--- src/rtl/jam_cost_server.sv ---
// Cost-matrix server for the JAM: loads an 8x8 cost table, releases the JAM, serves Cost, captures result.
// Optional JAM_PERM_COUNT_EN adds a saturating perm_count output.
module jam_cost_server #(
    parameter int unsigned TIMEOUT_CYCLES = 1048575,
    parameter int unsigned COST_W         = 7
) (
    input  logic              CLK,
    input  logic              RST_N,
    input  logic              ld_valid,
    output logic              ld_ready,
    input  logic [COST_W-1:0] ld_data,
    input  logic              restart,
    output logic              JAM_RST,
    input  logic [2:0]        W,
    input  logic [2:0]        J,
    output logic [COST_W-1:0] Cost,
    input  logic              Valid,
    input  logic [9:0]        MinCost,
    input  logic [3:0]        MatchCount,
    output logic              res_valid,
    output logic [9:0]        res_min_cost,
    output logic [3:0]        res_match_count,
    output logic              timeout
`ifdef JAM_PERM_COUNT_EN
    ,
    output logic [15:0]       perm_count
`endif
);

    localparam int unsigned WD_W  = $clog2(TIMEOUT_CYCLES + 1);
    localparam int unsigned IDX_W = 6;

    typedef enum logic [1:0] {
        ST_LOAD    = 2'd0,
        ST_RELEASE = 2'd1,
        ST_SERVE   = 2'd2,
        ST_DONE    = 2'd3
    } state_e;

    state_e             state_q, state_d;
    logic [IDX_W-1:0]   idx_q, idx_d;
    logic [WD_W-1:0]    wd_q, wd_d;
    logic               ld_ready_q, ld_ready_d;
    logic               jam_rst_q, jam_rst_d;
    logic               res_valid_q, res_valid_d;
    logic [9:0]         res_min_q, res_min_d;
    logic [3:0]         res_match_q, res_match_d;
    logic               timeout_q, timeout_d;
    logic               load_we;
    logic [COST_W-1:0]  mem_q [64];
`ifdef JAM_PERM_COUNT_EN
    logic [15:0]        perm_q, perm_d;
`endif

    // Next-state and registered-output logic
    always_comb begin
        state_d     = state_q;
        idx_d       = idx_q;
        wd_d        = wd_q;
        ld_ready_d  = ld_ready_q;
        jam_rst_d   = jam_rst_q;
        res_valid_d = res_valid_q;
        res_min_d   = res_min_q;
        res_match_d = res_match_q;
        timeout_d   = timeout_q;
        load_we     = 1'b0;
`ifdef JAM_PERM_COUNT_EN
        perm_d      = perm_q;
`endif
        case (state_q)
            ST_LOAD: begin
                if (ld_valid && ld_ready_q) begin
                    load_we = 1'b1;
                    if (idx_q == IDX_W'(63)) begin
                        state_d    = ST_RELEASE;
                        ld_ready_d = 1'b0;
                    end else begin
                        idx_d = idx_q + IDX_W'(1);
                    end
                end
            end
            ST_RELEASE: begin
                state_d   = ST_SERVE;
                jam_rst_d = 1'b0;
            end
            ST_SERVE: begin
`ifdef JAM_PERM_COUNT_EN
                if (W == 3'd7 && perm_q != 16'hFFFF) begin
                    perm_d = perm_q + 16'd1;
                end
`endif
                // Valid takes priority over an expiring watchdog
                if (Valid) begin
                    res_valid_d = 1'b1;
                    res_min_d   = MinCost;
                    res_match_d = MatchCount;
                    state_d     = ST_DONE;
                end else if (wd_q == WD_W'(TIMEOUT_CYCLES - 1)) begin
                    timeout_d = 1'b1;
                    jam_rst_d = 1'b1;
                    state_d   = ST_DONE;
                end else begin
                    wd_d = wd_q + WD_W'(1);
                end
            end
            ST_DONE: begin
                if (restart) begin
                    state_d     = ST_LOAD;
                    idx_d       = '0;
                    wd_d        = '0;
                    ld_ready_d  = 1'b1;
                    jam_rst_d   = 1'b1;
                    res_valid_d = 1'b0;
                    timeout_d   = 1'b0;
`ifdef JAM_PERM_COUNT_EN
                    perm_d      = '0;
`endif
                end
            end
            default: state_d = ST_LOAD;
        endcase
    end

    always_ff @(posedge CLK or negedge RST_N) begin
        if (!RST_N) begin
            state_q     <= ST_LOAD;
            idx_q       <= '0;
            wd_q        <= '0;
            ld_ready_q  <= 1'b1;
            jam_rst_q   <= 1'b1;
            res_valid_q <= 1'b0;
            res_min_q   <= '0;
            res_match_q <= '0;
            timeout_q   <= 1'b0;
`ifdef JAM_PERM_COUNT_EN
            perm_q      <= '0;
`endif
        end else begin
            state_q     <= state_d;
            idx_q       <= idx_d;
            wd_q        <= wd_d;
            ld_ready_q  <= ld_ready_d;
            jam_rst_q   <= jam_rst_d;
            res_valid_q <= res_valid_d;
            res_min_q   <= res_min_d;
            res_match_q <= res_match_d;
            timeout_q   <= timeout_d;
`ifdef JAM_PERM_COUNT_EN
            perm_q      <= perm_d;
`endif
        end
    end

    // Cost table storage has no reset; it is always fully reloaded before use
    always_ff @(posedge CLK) begin
        if (load_we) begin
            mem_q[idx_q] <= ld_data;
        end
    end

    // Zero-latency lookup so the JAM can accumulate in the same cycle
    assign Cost            = (state_q == ST_SERVE) ? mem_q[{W, J}] : '0;
    assign ld_ready        = ld_ready_q;
    assign JAM_RST         = jam_rst_q;
    assign res_valid       = res_valid_q;
    assign res_min_cost    = res_min_q;
    assign res_match_count = res_match_q;
    assign timeout         = timeout_q;
`ifdef JAM_PERM_COUNT_EN
    assign perm_count      = perm_q;
`endif

endmodule

--- config.mk ---
export PLATFORM = sky130hd
export DESIGN_NAME = jam_cost_server
export DESIGN_NICKNAME = d
export VERILOG_FILES = /design/src/rtl/jam_cost_server.sv
export SDC_FILE = /design/constraint.sdc
export NUM_CORES = 1
export LEC_CHECK = 0
export ABC_AREA = 1
export CAP_MARGIN = 20
export CORE_UTILIZATION = 25
export CTS_CLUSTER_DIAMETER = 60
export DETAILED_ROUTE_END_ITERATION = 8
export DONT_BUFFER_PORTS = 1
export MAX_ROUTING_LAYER = met4
export SYNTH_ARGS = -nofsm -noshare
export SYNTH_HDL_FRONTEND = slang
export SYNTH_SLANG_ARGS = --single-unit
--- constraint.sdc ---
create_clock -name CLK -period 2.24 [get_ports CLK]
set_input_delay 0.448 -clock CLK [delete_from_list [all_inputs] [get_ports CLK]]
set_output_delay 0.448 -clock CLK [all_outputs]
set_load 0.02 [all_outputs]
==> metrics.md <==
| Metric | Value |
|---|---|
| Outcome | `finished with violations` |
| Failing checks | `negative setup slack` |
| GRT Util Overall | `0.129` |
| HPWL after DPL | `30.6 mm` |
| Io pins | `57` |
| Measured slew at the worst slew-check pin | `0.841 ns` |
| DP Worst Slack | `-0.326 ns` |
| Worst path arrival time | `2.03 ns` |
| Tcrit/Tclk final | `1.11` |
| Initial antenna violation count | `0` |
| Total CTS buffers | `55` |
| Final core utilization | `0.316` |
| Drt via density | `4.54` |
| CP Cell Sequence | `clkinv_16, buf_16, buf_12, buf_12, nand2_4, nand3_2, nand3_2, nand2_2, nand2_2, nand3_4, nand3_4, a21oi_4, buf_6` |
| Max-cap violations | `0` |
| Gr ovfl total | `0` |
| Maximum vdd drop | `0.518 mV` |
| Library cells used by synthesis | `33` |
| Fmax achieved | `403 MHz` |
| RSZ-0062 raised after global routing | `yes` |
| Final #Nets | `2,036` |
| Reg2reg end | `mem_q[3][2]` |
| CTS sink cnt | `494` |
| Gate count after technology mapping | `1,881` |
| Inst Count DP | `2,976` |
| ANT nets after route | `0` |
| CTS tree | `yes` |
| Synth-to-layout area growth | `24.8%` |
| CP Capture Type | `output pin` |
| Die Wd | `291 um` |
| WP data required | `1.79 ns` |
| Startpoint types | `input pin` |
| Cell count of the worst reg-to-reg path | `9` |
| Vias in the first global route | `13,735` |
| Instance count on the critical path | `13` |
| Effective utilization at floorplan | `0.253` |
| # DRC | `0` |
| #FFs+latches synth | `494` |
| Worst r2r src | `state_q[1]` |
| H-tree depth | `2` |
| Largest net degree at the start of global routing | `226` |
| Mapped Area | `0.0208 mm2` |
| Clock Skews | `0.0307 ns` |
| DR pass1 iterations | `5` |
| 1st-iter DRT viols | `1,257` |
| Core ar. | `0.0822 mm2` |
| Worst setup path start | `J[0]` |
| Worst-path maximum fanout | `225` |
| Leak Pwr | `9.56 nW` |
| Setup TNS | `-1.34 ns` |
| RePlAce Congestion | `0.834` |
| Setup crit end | `Cost[4]` |
| Crit-path leading delay family | `buffers and inverters` |
| Hold crit path type | `input pin to flop` |
| Post-route setup slack | `-0.239 ns` |
| Average cell area after synthesis | `11.1 um2` |
| R2R setup slack | `0.23 ns` |
| CTS root buffer | `clkbuf_16` |
| First-pass GRT wire length | `82.0 mm` |
| Buffer depth of the longest clock path | `3` |
| Hold Vio Cnt, Final | `0` |
| CP peak stage delay | `0.25 ns` |
| Synthesized Nets | `1,919` |
| Synth warnings | `0` |
| Routed wire length | `54.3 mm` |
| Vias | `14,096` |
| Sequential share of the synthesized area | `0.701` |
| Crit path time final | `2.48 ns` |
| FP Rows | `105` |
| Wire length per cell | `17.5 um` |
| Share of cells above drive strength 1 | `0.188` |
| Die height | `291 um` |
| Setup Crit Path Kind | `input pin to output pin` |
| Relative slew slack | `0.439` |
| Port Buf Inserts | `0` |
| Crit-path slowest cell | `a21oi_4` |
| Post-route insts no fill | `3,107` |
| Antenna cell count | `0` |
| Max-slew violations | `0` |
| Final setup viols | `7` |
| Reg clk slew, reported paths | `0.05 ns` |
| Critical path buffers and inverters | `5` |
| Worst-Skew Late Latency | `0.63 ns` |
| Die ar. | `0.0845 mm2` |
| Pwr per Cell Area | `766 mW/mm2` |
synthesized netlist by cell type, drive strengths merged:
cell type | number | area share
nor3b | 2 | 0.00072
dfrtp | 44 | 0.053
nor2 | 86 | 0.016
nand2 | 671 | 0.12
nand3 | 405 | 0.097
buf | 82 | 0.025
ha | 6 | 0.0036
xor2 | 10 | 0.0042
dfstp | 2 | 0.0025
edfxtp | 448 | 0.65
o21ai | 13 | 0.0031
o22ai | 1 | 0.00030
a22o | 1 | 0.00042
clkbuf | 20 | 0.0036
nand3b | 1 | 0.00036
clkinv | 1 | 0.00042
and2 | 2 | 0.00060
xnor2 | 6 | 0.0025
inv | 33 | 0.0059
a21oi | 12 | 0.0029
or2 | 1 | 0.00030
nand4 | 13 | 0.0039
a211oi | 1 | 0.00060
o31ai | 12 | 0.0043
nor3 | 8 | 0.0024
layer usage:
layer,track usage,vias to the layer above,part of all wire
met5,-,-,0
met1,0.168,6783,0.45
met4,0.0423,0,0.023
met3,0.0213,84,0.060
met2,0.203,443,0.47
li1,-,6786,-
layout by cell type (no fill, tap or decap), drive strengths merged, types with 4 or more instances in the layout:
| cell | n |
|---|---|
| o31ai | 12 |
| clkbuf | 70 |
| ha | 6 |
| nor3 | 8 |
| edfxtp | 448 |
| bufinv | 4 |
| dlygate4sd3 | 13 |
| xnor2 | 6 |
| nand2 | 671 |
| a21oi | 12 |
| o21ai | 13 |
| inv | 36 |
| buf | 143 |
| nand4 | 13 |
| nor2 | 86 |
| clkinv | 24 |
| xor2 | 10 |
| nand3 | 405 |
| dfrtp | 44 |
timing repair:
action / in CTS / in global routing
setup endpoints to repair: 7 / 7
endpoints found under the hold margin: 506 / 0
buffers inserted: 2 / 1
gates resized for setup: 128 / 63
hold buffers: 21 / 0
pin swaps: 75 / 48
gates cloned: 3 / 8
report_power, final:
part	switching [mW]	internal [mW]	total [mW]
Sequential	0	10.1	10.1
Clock	3.72	5.02	8.73
Combinational	0.697	0.432	1.13
Total	4.42	15.5	19.9
registers in the layout, indices dropped and copies added, names as in the netlist:
signal           count
res_match_count      4
JAM_RST              1
state_q              2
idx_q                6
wd_q                20
res_valid            1
timeout              1
ld_ready             1
res_min_cost        10
mem_q              448
how the worst min path moves through the flow:
stage                     from              end  slack (ns)  cells past startpoint
global placement         RST_N  res_min_cost[6]        0.15                      0
global route        MinCost[3]  res_min_cost[3]        0.02                      2
CTS                 MinCost[3]  res_min_cost[3]       0.009                      2
floorplan                RST_N         idx_q[0]        0.15                      0
finish              MinCost[3]  res_min_cost[3]        0.02                      2
detailed placement       RST_N  res_min_cost[6]        0.15                      0
area by class of cell:
cell class | count | area (um2)
Sequential cell | 494 | 14600
Multi-Input combinational cell | 1251 | 6260
Fill cell | 8166 | 56200
Tap cell | 1070 | 1340
Timing Repair Buffer | 162 | 1890
Clock inverter | 32 | 334
Inverter | 34 | 161
Clock buffer | 64 | 1420
cell families after synthesis:
logic type               count (synthesis)  share of synthesized area
buffers and inverters                  136                     0.0350
AO/OA/AOI/OAI                           40                     0.0116
flip-flops                             494                      0.701
adder cells (fa/ha/maj)                  6                    0.00360
XOR/XNOR                                16                    0.00672
AND/OR/NAND/NOR                       1189                      0.242
per-stage QoR:
step / instance area, um2 / hold slack [ns] / power, mW
floorplan: 20800 / 0.152 / 10.8
global placement: 22700 / 0.154 / 10.9
detailed placement: 22700 / 0.154 / 10.9
CTS: 25600 / 0.00911 / 20.0
global route: 26000 / 0.0183 / 20.5
finish: 26000 / 0.0161 / 19.9
Power figures use the tool's default switching activity.
